[src/rtl/instr_mem_loader_pkg.sv]
// Shared definitions for the instruction memory loader: default sizing
// parameters and the loader FSM state encoding.
package instr_mem_loader_pkg;

  localparam int INSTR_W_DEF      = 32;    // instruction width, multiple of 8
  localparam int INSTR_ADDR_W_DEF = 10;    // instruction word address width
  localparam int NUM_INSTRS_DEF   = 1024;  // instruction store depth in words

  typedef enum logic [1:0] {
    IDLE    = 2'd0,
    COLLECT = 2'd1,
    WRITE   = 2'd2,
    DONE    = 2'd3
  } loader_state_t;

endpackage

[src/rtl/instr_mem_loader_word_assembler.sv]
// Byte-to-word assembler for the instruction loader.
// Collects INSTR_W/8 bytes little-endian (first byte in bits [7:0]).
// Ports:
//   CLOCK_50   rising-edge clock
//   reset_n    synchronous active-low reset
//   clear      restart assembly of a new word (byte counter, full flag)
//   byte_take  a byte transfers this cycle
//   byte_data  the byte being transferred
//   last_byte  this transfer completes the word (combinational)
//   word_full  a complete word is held in word
//   word       assembled instruction word
module word_assembler
  import instr_mem_loader_pkg::*;
#(
  parameter int INSTR_W = INSTR_W_DEF
) (
  input  logic               CLOCK_50,
  input  logic               reset_n,
  input  logic               clear,
  input  logic               byte_take,
  input  logic [7:0]         byte_data,
  output logic               last_byte,
  output logic               word_full,
  output logic [INSTR_W-1:0] word
);

  localparam int NB = INSTR_W / 8;
  localparam int CW = (NB > 1) ? $clog2(NB) : 1;

  logic [CW-1:0] byte_cnt;

  assign last_byte = byte_take && (byte_cnt == CW'(NB - 1));

  always_ff @(posedge CLOCK_50) begin
    if (!reset_n) begin
      byte_cnt  <= '0;
      word_full <= 1'b0;
      word      <= '0;
    end else if (clear) begin
      byte_cnt  <= '0;
      word_full <= 1'b0;
    end else if (byte_take) begin
      // Shift in from the top: after NB bytes the first one sits in [7:0].
      word <= (INSTR_W'(byte_data) << (INSTR_W - 8)) | (word >> 8);
      if (last_byte) begin
        byte_cnt  <= '0;
        word_full <= 1'b1;
      end else begin
        byte_cnt <= byte_cnt + 1'b1;
      end
    end
  end

endmodule

[src/rtl/instr_mem_loader.sv]
// Instruction memory loader: receives a program as a byte stream, packs it
// into instruction words and writes them to the instruction store at
// consecutive addresses starting from 0.
// Ports:
//   CLOCK_50      rising-edge clock
//   reset_n       synchronous active-low reset
//   start         one-cycle pulse, begins a load (ignored while busy)
//   load_len      words to load; 0 or > NUM_INSTRS means NUM_INSTRS
//   byte_valid    incoming program byte present
//   byte_data     incoming program byte
//   byte_ready    loader accepts a byte this cycle
//   wr_req        write request toward the instruction store
//   wr_addr       word address of the write
//   wr_data       instruction word to write
//   wr_ack        store accepts the write this cycle
//   load_busy     load in progress (fetch stage held off)
//   load_done     last load completed (level)
//   words_loaded  words written in the current/last load
module instr_mem_loader
  import instr_mem_loader_pkg::*;
#(
  parameter int INSTR_W      = INSTR_W_DEF,
  parameter int INSTR_ADDR_W = INSTR_ADDR_W_DEF,
  parameter int NUM_INSTRS   = NUM_INSTRS_DEF
) (
  input  logic                    CLOCK_50,
  input  logic                    reset_n,
  input  logic                    start,
  input  logic [INSTR_ADDR_W:0]   load_len,
  input  logic                    byte_valid,
  input  logic [7:0]              byte_data,
  output logic                    byte_ready,
  output logic                    wr_req,
  output logic [INSTR_ADDR_W-1:0] wr_addr,
  output logic [INSTR_W-1:0]      wr_data,
  input  logic                    wr_ack,
  output logic                    load_busy,
  output logic                    load_done,
  output logic [INSTR_ADDR_W:0]   words_loaded
);

  localparam int                LEN_W    = INSTR_ADDR_W + 1;
  localparam logic [LEN_W-1:0]  FULL_LEN = LEN_W'(NUM_INSTRS);

  loader_state_t    state, state_nxt;
  logic [LEN_W-1:0] len_q;
  logic [LEN_W-1:0] words_q;
  logic             start_ok;
  logic             byte_take;
  logic             write_done;
  logic             last_byte;
  logic             word_full;
  logic [INSTR_W-1:0] word;

  // Handshake outputs are plain state decodes so the byte/write handshake
  // does not loop back through the next-state logic.
  assign byte_ready = (state == COLLECT);
  // word_full is always set in WRITE; gating keeps a stray write impossible.
  assign wr_req     = (state == WRITE) && word_full;

  assign start_ok   = start && ((state == IDLE) || (state == DONE));
  assign byte_take  = byte_valid && byte_ready;
  assign write_done = wr_req && wr_ack;

  assign wr_addr      = words_q[INSTR_ADDR_W-1:0];
  assign wr_data      = word;
  assign words_loaded = words_q;

  word_assembler #(
    .INSTR_W (INSTR_W)
  ) u_word_assembler (
    .CLOCK_50  (CLOCK_50),
    .reset_n   (reset_n),
    .clear     (start_ok || write_done),
    .byte_take (byte_take),
    .byte_data (byte_data),
    .last_byte (last_byte),
    .word_full (word_full),
    .word      (word)
  );

  always_ff @(posedge CLOCK_50) begin
    if (!reset_n) begin
      state <= IDLE;
    end else begin
      state <= state_nxt;
    end
  end

  always_comb begin
    state_nxt = state;
    load_busy = 1'b0;
    load_done = 1'b0;
    case (state)
      IDLE: begin
        if (start) state_nxt = COLLECT;
      end
      COLLECT: begin
        load_busy = 1'b1;
        if (last_byte) state_nxt = WRITE;
      end
      WRITE: begin
        load_busy = 1'b1;
        if (write_done) begin
          state_nxt = ((words_q + 1'b1) == len_q) ? DONE : COLLECT;
        end
      end
      DONE: begin
        load_done = 1'b1;
        if (start) state_nxt = COLLECT;
      end
      default: state_nxt = IDLE;
    endcase
  end

  always_ff @(posedge CLOCK_50) begin
    if (!reset_n) begin
      len_q   <= '0;
      words_q <= '0;
    end else if (start_ok) begin
      words_q <= '0;
      len_q   <= ((load_len == '0) || (load_len > FULL_LEN)) ? FULL_LEN : load_len;
    end else if (write_done) begin
      words_q <= words_q + 1'b1;
    end
  end

endmodule
[config.mk]
export PLATFORM = sky130hd
export DESIGN_NAME = instr_mem_loader
export DESIGN_NICKNAME = d
export VERILOG_FILES = /design/src/rtl/instr_mem_loader_pkg.sv /design/src/rtl/instr_mem_loader_word_assembler.sv /design/src/rtl/instr_mem_loader.sv
export SDC_FILE = /design/constraint.sdc
export NUM_CORES = 1
export LEC_CHECK = 0
export BUFFER_PORTS_ARGS = -buffer_cell sky130_fd_sc_hd__buf_2
export CORE_MARGIN = 1
export CORE_UTILIZATION = 55
export DETAILED_ROUTE_END_ITERATION = 10
export PLACE_DENSITY = 0.93
export SLEW_MARGIN = 10
export SYNTH_ARGS = -nofsm -noshare
export SYNTH_HDL_FRONTEND = slang
export SYNTH_SLANG_ARGS = --single-unit
export TNS_END_PERCENT = 100
[constraint.sdc]
create_clock -name CLOCK_50 -period 5.15 [get_ports CLOCK_50]
set_clock_uncertainty 0.1 [all_clocks]
set_input_delay 1.03 -clock CLOCK_50 [delete_from_list [all_inputs] [get_ports CLOCK_50]]
set_output_delay 1.03 -clock CLOCK_50 [all_outputs]
set_load 0.03 [all_outputs]
Word level (Yosys, flattened, before mapping). Index checks and enable logic that the tools add are counted.

$add $sub $neg: 2. $mul: 0. Div/mod/pow operators: 0. $lt $le $gt $ge: 1. Equality and inequality tests: 8. Shift-type cells: 0. Multiplexer cells: 9. Bitwise operators: 3. Reductions and logical operators: 17.

Operators with widths (count): $or 32x24->32 (1); $add 11x1->11 const B (1); $eq 11x11->1 (1); $gt 11x11->1 const B (1); $logic_not 11->1 (1); $mux 11 (1); $mux 2 (5); $reduce_or 2->1 (4); $eq 2x2->1 const B (3); $pmux 2 s3 (1); $logic_and 1x1->1 (5); $ne 2x1->1 const B (2); $reduce_and 2->1 (2); $logic_or 1x1->1 (3); $reduce_and 3->1 (1); $add 2x1->2 const B (1); $eq 2x1->1 const B (1); $logic_not 2->1 (1); $mux 1 (2); $ne 2x2->1 const B (1); $not 1->1 (2).

Register bits: 59. Bits in latches: 0. RAM bits: 0. ROM bits: 0. Input bits: 24. Output and inout port bits: 57. Logic and storage cells: 46. Memories: 0.

Depth between registers and ports, before layout. Gate-level depths: netlist of the first run.

Depth in word-level cells: 6. Depth in mapped cells: 8. Gate-level depth less buffers: 7.

Cells and area by module. From an unflattened synthesis of the first run, not the netlist that was laid out.

Cell total of the unflattened synthesis: 319. Area, all modules: 2787.7 um^2.

By module, submodules not included: instr_mem_loader (instances 1, cells an instance 166, area each 1461.4 um^2, seq. area each 480.5 um^2); word_assembler (instances 1, cells an instance 153, area each 1326.3 um^2, seq. area each 700.7 um^2).

Worst setup path before layout of the first run. Ideal clock, no wire load.

Kind: input port to flip-flop. From: input port load_len[4]. To: register len_q[0]. Setup time: 0.062 ns. Arrival: 2.302 ns. Setup slack: 2.686 ns. Stages: 5. Buffers on the path: 0. Cells stage by stage: nor4_1 nand3_1 xnor2_1 nor3b_1 a22o_1.

Longest elaborated chain between the ends: 3.

RTL lines: start, declared (line instr_mem_loader.sv:29) `input logic [INSTR_ADDR_W:0] load_len,`; $gt 11x11->1 / $logic_not 11->1 (equally long branches) (line instr_mem_loader.sv:122) `len_q <= ((load_len == '0) || (load_len > FULL_LEN)) ? FULL_LEN : load_len;`; $logic_or 1x1->1 * (line instr_mem_loader.sv:122); $mux 11 * (line instr_mem_loader.sv:122); end signal, assigned (line instr_mem_loader.sv:122); end, declared (line instr_mem_loader.sv:46) `logic [LEN_W-1:0] len_q;`.

Every way passes the cells marked *; elsewhere a longest branch is shown, timed or not. A chain may end at the register's enable or synchronous reset.

Worst setup path after layout of the first run.
From: input port load_len[4]. To: register len_q[2].

The elaborated chain is that of the path after synthesis.

==> results of run 1 <==
cells by family (layout without fill, tap and decap cells):
| group | after synthesis | count (layout) | share of synthesized area, % |
|---|---|---|---|
| AOI/OAI and AO/OA | 69 | 69 | 18.67 |
| adders and majority gates | 5 | 5 | 2.266 |
| xor gates and xnor gates | 20 | 20 | 6.343 |
| buffers and inverters | 35 | 102 | 6.615 |
| and+or+nand+nor | 143 | 143 | 23.33 |
| DFF | 59 | 59 | 42.77 |
flip-flops by register name (all words and copies together) (netlist names):
register                    cells
words_loaded                   11
u_word_assembler.byte_cnt       2
len_q                          11
u_word_assembler.word          32
u_word_assembler.word_full      1
state                           2
routing by layer:
metal	wire length, um	global-route usage [%]
met1	2577	29.62
met2	3158	42.26
met3	482	7.873
met4	180	13.94
met5	0	0
power by group:
group	switching (mW)	internal, mW	leakage, nW	total [mW]
Clock	0.178	0.271	0.103	0.449
Combinational	0.182	0.0934	0.845	0.275
Sequential	0.0259	0.485	0.477	0.511
Total	0.386	0.850	1.43	1.24
through the flow:
step / hold slack, ns / instance area, sq um / utilization [%] / cells / setup WS (ns)
floorplan: 0.3396 / 2761 / - / 331 / 2.686
detailed placement: 0.3597 / 3098 / 64.73 / 449 / 2.320
CTS: 0.3693 / 3307 / 69.10 / 465 / 2.630
global route: 0.3908 / 3307 / 69.10 / 465 / 2.495
finish: 0.3690 / 3307 / 69.10 / 465 / 2.619
global placement: 0.3477 / 3098 / 64.73 / 449 / 2.410
synthesized netlist by cell type (6+ instances only):
| master | n |
|---|---|
| dfxtp_1 | 59 |
| a21boi_0 | 27 |
| nand3_1 | 6 |
| nand2_1 | 85 |
| nand4_1 | 8 |
| a22o_1 | 8 |
| buf_4 | 10 |
| nor2_1 | 14 |
| clkbuf_1 | 15 |
| a21oi_1 | 13 |
| xor2_1 | 10 |
| xnor2_1 | 10 |
layout by cell type (no fill, tap or decap), types with 3 or more instances in the layout:
master,synthesis,routed
o21ai_0,5,5
nor2_1,14,14
a21boi_0,27,27
a22o_1,8,8
clkbuf_8,0,9
nor3b_1,4,3
nor3_1,5,5
inv_1,4,4
nand2b_1,5,5
a21oi_1,13,13
ha_1,5,5
a21boi_1,5,5
buf_2,5,80
xnor2_1,10,10
nand4_1,8,8
dfxtp_1,59,59
nand3_1,6,6
or3_1,4,4
nor2b_1,3,3
xor2_1,10,10
nand2_1,85,85
worst paths after layout:
kind                                                  end  slack (ns)  cells past startpoint
worst max-delay path                             len_q[2]        2.62                      6
worst min-delay path            u_word_assembler.word[10]        0.37                      2
worst max register to register                   state[1]        2.83                      6
worst min register to register  u_word_assembler.word[10]        0.37                      2
area by class of cell:
cell class                 count  area [sq um]
fill                         382          1479
multi-input combinational    237          1403
sequential                    59          1181
timing repair buffer          82         415.4
clock buffer                  11         131.4
tap                           67         83.83
clock inverter                 5         77.57
inverter                       4         15.01
worst max-delay path, cell delays in order:
cell and delay, ns:
buf_2 0.11, nor4_1 0.28, nand3_1 0.16, xnor2_1 0.15, nor3b_1 0.72, a22o_1 0.25
==> results_dict.tcl, run 1 <==
set metrics [dict create \
    min_period_ns 2.531 \
    worst_setup_path_start_kind "primary input" \
    drc 0 \
    ys_seq_area_share_pct 42.77 \
    syn-instance-count 331 \
    via_per_inst 5.475 \
    syn-num-nets 360 \
    grt-ovfl-total 0 \
    worst-setup-path-type "primary input to flop" \
    fin_tns_setup_ns 0 \
    clockBufferDepth 2 \
    synth_edf_count 0 \
    dp_hpwl_um 4587 \
    max_slew.worst_pin.slew_ns 0.8701 \
    numCtsBuffers 9 \
    syn2layout_area_growth_pct 19.76 \
    clock.fmax_mhz 395.1 \
    antenna_found_initial 0 \
    crit_fanout 8 \
    critPathLaunch "load_len[4]" \
    fp-row-count 25 \
    timing.final.crit_share_pct 49.14 \
    cts-root-buf "clkbuf_8" \
    final_nets 422 \
    synth_area_leaders "dfxtp_1, nand2_1, a21boi_0, xnor2_1, xor2_1" \
    cts_tree "done" \
    hp-class "flop to flop" \
    finalSetupViolCount 0 \
    postCtsSetupBuffers 0 \
    synthFlopType "dfxtp_1" \
    dieArea_sq_um 5308 \
    drive_gt1_share_pct 25.13 \
    worstSkewPairLatency_ns 0.33 \
    portBuffers 80 \
    p_per_area_nw_per_um2 373.6 \
    ant_nets 0 \
    yosys.area.top_type "dfxtp_1" \
    vdd_drop_max_mv 0.2093 \
    grt_setup_unrepaired "no" \
    syn_area_per_cell_sq_um 8.343 \
    grt_pass1_wl_um 10270 \
    hold_violations 0 \
    cts_resized 0 \
    p_leak_nw 1.426 \
    slew_viol_final 0 \
    cts_sinks 59 \
    yosys_register_bits 59 \
    yosysUniqueCellTypes 39 \
    min_from "u_word_assembler.word[18]" \
    n_antenna_cell 0 \
    clk_pin_slew_ns 0.07 \
    chipHeight_um 72.86 \
    start_util_pct 57.70 \
    syn_area_sq_um 2761 \
    drv_cap 0 \
    rr_startpoint "state[0]" \
    crit_path_end_kind "flop" \
    required_ns 5.32 \
    die_x_um 72.86 \
    slew_headroom_pct 41.87 \
    status "finished, final reports clean" \
    synth-warning-count 0 \
    cts.hold.buffers_added 0 \
    total_power_mw 1.235 \
    htree_levels 3 \
    num_vias 2546 \
    grt_pass1_vias 2271 \
    drt-total-wl_um 6399 \
    grt_usage_pct 25.58 \
    async_flop_share_pct 0 \
    worstPathArrival_ns 2.70 \
    core_sq_um 4786 \
    grt_max_degree 42 \
    wl_per_cell_um 13.76 \
    dr.pass1.iters 4 \
    gp_congestion 0.8510 \
    io_pins 81 \
    synth_top_area_share_pct 42.77 \
    drtIter0Drc 160 \
]
(Power assumes the default switching activity.)
==> run 2, diff against run 1 <==
--- a/config.mk
+++ b/config.mk
@@ -5,11 +5,12 @@
 export SDC_FILE = /design/constraint.sdc
 export NUM_CORES = 1
 export LEC_CHECK = 0
+export ABC_AREA = 1
 export BUFFER_PORTS_ARGS = -buffer_cell sky130_fd_sc_hd__buf_2
 export CORE_MARGIN = 1
-export CORE_UTILIZATION = 55
+export CORE_UTILIZATION = 46
 export DETAILED_ROUTE_END_ITERATION = 10
-export PLACE_DENSITY = 0.93
+export PLACE_DENSITY = 0.84
 export SLEW_MARGIN = 10
 export SYNTH_ARGS = -nofsm -noshare
 export SYNTH_HDL_FRONTEND = slang
==> constraint.sdc (replaced) <==
create_clock -name CLOCK_50 -period 2.1 [get_ports CLOCK_50]
set_clock_uncertainty 0.1 [all_clocks]
set_input_delay 0.42 -clock CLOCK_50 [delete_from_list [all_inputs] [get_ports CLOCK_50]]
set_output_delay 0.42 -clock CLOCK_50 [all_outputs]
set_load 0.03 [all_outputs]
==> results_dict.tcl, run 2 <==
set metrics [dict create \
    cts-root-buf "clkbuf_8" \
    grt-ovfl-total 0 \
    p_int_mw 2.056 \
    holdWs_ns 0.2553 \
    cts_tree "done" \
    ant_nets 0 \
    grt_util_met1_pct 24.98 \
    grt_max_degree 43 \
    regMostFlops "u_word_assembler.word" \
    clockBufferDepth 2 \
    die_x_um 78.97 \
    mostFrequentLayoutCells "buf_2, inv_1, dfxtp_1, nand2_1, o21ai_0" \
    pwr-share-comb_pct 31.9 \
    worstSkewPairLatency_ns 0.32 \
    min_period_ns 1.895 \
    clk_pin_slew_ns 0.07 \
    placed_cell_area_sq_um 3163 \
    dp_cells 518 \
    pre_cts_ws_ns 0.2643 \
    final_nets 486 \
    slew_viol_final 0 \
    worstPathArrival_ns 2.03 \
    grt_util_met2_pct 34.31 \
    syn_area_per_cell_sq_um 7.190 \
    syn-instance-count 379 \
    grt_setup_unrepaired "no" \
    hp-class "primary input to flop" \
    post-route-cell-area_sq_um 3324 \
    drc 0 \
    core_sq_um 5608 \
    fin_tns_setup_ns 0 \
    p_sw_share_pct 38.49 \
    clockPowerShare_pct 25.8 \
    timing.final.crit_share_pct 90.25 \
    cts_resized 0 \
    numCtsBuffers 9 \
    cts_sinks 59 \
    cpMaxStageDelayCell "dfxtp_1" \
    required_ns 2.23 \
    chipHeight_um 78.97 \
    synth_common_cells "inv_1, dfxtp_1, nand2_1" \
    portBuffers 80 \
    worst_setup_path_start_kind "flop" \
    hold_violations 0 \
    synthFlopType "dfxtp_1" \
    crit_fanout 13 \
    num_vias 2601 \
    n_antenna_cell 0 \
    power.switching_mw 1.286 \
    antenna_found_initial 0 \
    async_flop_share_pct 0 \
    busiest_layer "met2" \
    dr.pass1.iters 5 \
    start_util_pct 48.59 \
    slew_headroom_pct 68.54 \
    wl_per_cell_um 11.55 \
    fp-row-count 27 \
    dp_hpwl_um 4578 \
    io_pins 81 \
    gp_congestion 0.8720 \
    drt-total-wl_um 6170 \
    p_leak_nw 1.552 \
    syn2layout_area_growth_pct 21.99 \
    cts.hold.buffers_added 0 \
    grt_pass1_vias 2338 \
    drv_cap 0 \
    drive_gt1_share_pct 24.68 \
    max_slew.worst_pin.slew_ns 0.4708 \
    fin_cells 534 \
    crit_path_end_kind "flop" \
    grt_pass1_wl_um 10050 \
    yosys.area.top_type "dfxtp_1" \
    path_cells "inv_1 -> ha_1 -> nand2_1 -> inv_1 -> nor2_1 -> nand2_1 -> a211oi_1" \
    p_per_area_nw_per_um2 1005 \
    largest_register_ffs 32 \
    worst-setup-path-type "flop to flop" \
    finalSetupViolCount 0 \
    fin_ws_ns 0.2048 \
    synth_edf_count 0 \
    final_common_cell "buf_2" \
    syn-num-nets 408 \
    htree_levels 3 \
    vdd_drop_max_mv 0.5848 \
    clock.fmax_mhz 527.6 \
    status "finished, final reports clean" \
    postCtsSetupBuffers 0 \
    dieArea_sq_um 6236 \
    grt_usage_pct 20.23 \
    ys_seq_area_share_pct 43.34 \
    p_seq_share_pct 42.3 \
    slowest_delay_ns 0.37 \
    syn_area_sq_um 2725 \
    met3_usage_pct 4.598 \
    synth_most_common_cell "inv_1" \
    via_per_inst 4.871 \
    drtIter0Drc 100 \
    synth_area_leaders "dfxtp_1, inv_1, o21ai_0, nand2_1, a21oi_1" \
    synth-warning-count 0 \
    synth_top_area_share_pct 43.34 \
    yosysUniqueCellTypes 21 \
    yosys_register_bits 59 \
]
==> run 2: worst max-delay path, delay by kind of cell, from the launching register on <==
| kind | cells | cell delay [ns] |
|---|---|---|
| flip-flops | 1 | 0.37 |
| buffers and inverters | 2 | 0.11 |
| AND/OR/NAND/NOR | 3 | 0.60 |
| AO/OA/AOI/OAI | 1 | 0.31 |
| adder cells (fa/ha/maj) | 1 | 0.32 |
==> run 2: logic make-up after synthesis <==
logic type	Yosys count	synth area share, %
fa+ha+maj	5	2.296
buf+inv	100	15.47
xor+xnor	2	0.6429
simple gates	112	18.82
compound gates	101	19.42
flops	59	43.34
==> run 2: layout make-up <==
cell class                 instances  area, sq um
fill                             536         2283
sequential                        59         1181
multi-input combinational        220         1122
timing repair buffer              88        473.0
inverter                          79        296.5
clock buffer                      11        131.4
tap                               72        90.09
clock inverter                     5        30.03
==> run 2: metrics by stage <==
step | total power, mW | utilization, %
after global routing | 3.533 | 59.28
after detailed placement | 2.498 | 56.40
after floorplan | 2.180 | -
final | 3.342 | 59.28
after global placement | 2.471 | 56.40
after CTS | 3.355 | 59.28
==> run 2: layer usage <==
metal	share of wire, %	up-vias
met1	45	1148
met4	0.99	0
li1	-	1360
met3	6.0	6
met2	48	87
met5	0	-
==> run 2: final timing paths <==
check / start / endpoint / slack, ns / cells after the start
worst min-delay path: load_len[3] / len_q[3] / 0.26 / 3
worst max register to register: state[0] / u_word_assembler.byte_cnt[0] / 0.20 / 7
worst max-delay path: state[0] / u_word_assembler.byte_cnt[0] / 0.20 / 7
worst min register to register: u_word_assembler.word[4] / u_word_assembler.word[4] / 0.34 / 2
==> run 2: power by group through the flow <==
stage                     combinational (mW)  clock [mW]  sequential [mW]
after detailed placement                1.06           0             1.44
after CTS                               1.07       0.875             1.42
after global placement                  1.04           0             1.43
after global routing                    1.16       0.932             1.44
after floorplan                        0.486           0             1.69
final                                   1.06       0.864             1.41
==> run 3, diff against run 2 <==
--- a/config.mk
+++ b/config.mk
@@ -5,8 +5,9 @@
 export SDC_FILE = /design/constraint.sdc
 export NUM_CORES = 1
 export LEC_CHECK = 0
-export ABC_AREA = 1
+export ABC_AREA = 0
 export BUFFER_PORTS_ARGS = -buffer_cell sky130_fd_sc_hd__buf_2
+export CORE_ASPECT_RATIO = 1.4
 export CORE_MARGIN = 1
 export CORE_UTILIZATION = 46
 export DETAILED_ROUTE_END_ITERATION = 10
==> results_dict.tcl, run 3 (same netlist as run 1, synthesis figures left out) <==
set metrics [dict create \
    fp-row-count 33 \
    num_vias 2537 \
    fin_tns_setup_ns 0 \
    dieArea_sq_um 6321 \
    vdd_drop_max_mv 0.6272 \
    multi_input_area_sq_um 1420 \
    cpMaxStageDelayCell "or4_1" \
    fill_cells 517 \
    mostFrequentLayoutCells "nand2_1, buf_2, dfxtp_1, a21boi_0, nor2_1" \
    cts_tree "done" \
    crit_fanout 3 \
    io_pins 81 \
    final_nets 433 \
    slowest_delay_ns 0.43 \
    syn2layout_area_growth_pct 22.56 \
    portBuffers 80 \
    n_antenna_cell 0 \
    p_leak_nw 1.459 \
    hp-class "primary input to flop" \
    htree_levels 3 \
    grt_max_degree 33 \
    grt_pass1_vias 2361 \
    max_slew.worst_pin.slew_ns 0.3888 \
    grt_pass1_wl_um 10450 \
    min_period_ns 1.993 \
    clock.fmax_mhz 501.7 \
    via_per_inst 5.296 \
    crit_path_end_kind "flop" \
    drv_cap 0 \
    p_per_area_nw_per_um2 866.5 \
    path_cells "ha_2 -> nand2_1 -> a222oi_1 -> nand4_1 -> or4_1 -> o41ai_2" \
    chipHeight_um 93.68 \
    slew_viol_final 0 \
    worst_setup_path_start_kind "flop" \
    grt_usage_pct 22.02 \
    grt-ovfl-total 0 \
    gp_congestion 0.9019 \
    ff_latch_area_sq_um 1181 \
    worst-setup-path-type "flop to flop" \
    numCtsBuffers 9 \
    cts.hold.buffers_added 0 \
    dr.pass1.iters 6 \
    hold_violations 0 \
    total_power_mw 2.933 \
    regMostFlops "u_word_assembler.word" \
    largest_register_ffs 32 \
    ant_nets 0 \
    drc 0 \
    timing.final.crit_share_pct 94.92 \
    final_common_cell "nand2_1" \
    core_sq_um 5822 \
    dp_hpwl_um 4590 \
    finalSetupViolCount 0 \
    slew_headroom_pct 74.02 \
    worstPathArrival_ns 2.14 \
    grt_setup_unrepaired "no" \
    clockBufferDepth 2 \
    required_ns 2.25 \
    drt-total-wl_um 6339 \
    cts-root-buf "clkbuf_8" \
    clk_pin_slew_ns 0.07 \
    wl_per_cell_um 13.23 \
    cts_sinks 59 \
    drive_gt1_share_pct 28.12 \
    drtIter0Drc 179 \
    die_x_um 67.48 \
    postCtsSetupBuffers 0 \
    worstSkewPairLatency_ns 0.34 \
    status "finished, final reports clean" \
    start_util_pct 47.43 \
    antenna_found_initial 0 \
]
==> run 3: timing repair <==
| item | 4_1_cts | 5_1_grt |
|---|---|---|
| endpoints found under the hold margin | 0 | 0 |
| endpoints found under the setup margin | 0 | 1 |
| resized for setup | 0 | 1 |
==> run 3: layout make-up <==
| type | instances | area share [%] |
|---|---|---|
| timing repair buffer | 93 | 15.08 |
| inverter | 4 | 0.4436 |
| multi-input combinational | 237 | 41.96 |
| clock buffer | 10 | 3.771 |
| tap | 70 | 2.588 |
| sequential | 59 | 34.90 |
| clock inverter | 6 | 1.257 |
==> run 3: power breakdown <==
| part | switching (mW) | internal [mW] | total (mW) |
|---|---|---|---|
| clock network | 0.472 | 0.427 | 0.899 |
| logic | 0.475 | 0.314 | 0.789 |
| registers | 0.0558 | 1.19 | 1.24 |
==> run 3: path summary, 6_finish.rpt <==
path	start	end	slack, ns	cells after the start
worst max-delay path	u_word_assembler.byte_cnt[0]	state[1]	0.11	6
worst max register to register	u_word_assembler.byte_cnt[0]	state[1]	0.11	6
worst min register to register	u_word_assembler.word[1]	u_word_assembler.word[1]	0.37	2
worst min-delay path	load_len[5]	len_q[5]	0.20	2
==> run 3: through the flow <==
step / instance area (sq um) / instances / setup slack (ns) / util (%) / hold slack [ns]
finish: 3385 / 479 / 0.1067 / 58.13 / 0.2020
CTS: 3382 / 479 / 0.07686 / 58.09 / 0.1826
detailed placement: 3212 / 463 / 0.1443 / 55.17 / 0.3570
floorplan: 2776 / 331 / 0.02048 / - / 0.3396
global route: 3385 / 479 / 0.01157 / 58.13 / 0.1891
global placement: 3212 / 463 / 0.1622 / 55.17 / 0.3460
==> run 3: critical path, delay by kind of cell, from the launching register on <==
kind / cells / cell delay (ns)
compound gates: 2 / 0.58
flops: 1 / 0.36
simple gates: 3 / 0.64
fa+ha+maj: 1 / 0.21
==> run 3: metal layers <==
metal,track usage [%],part of all wire (%)
met1,23.64,40
met2,36.55,50
met3,7.767,6.1
met4,11.88,3.6
met5,0,0
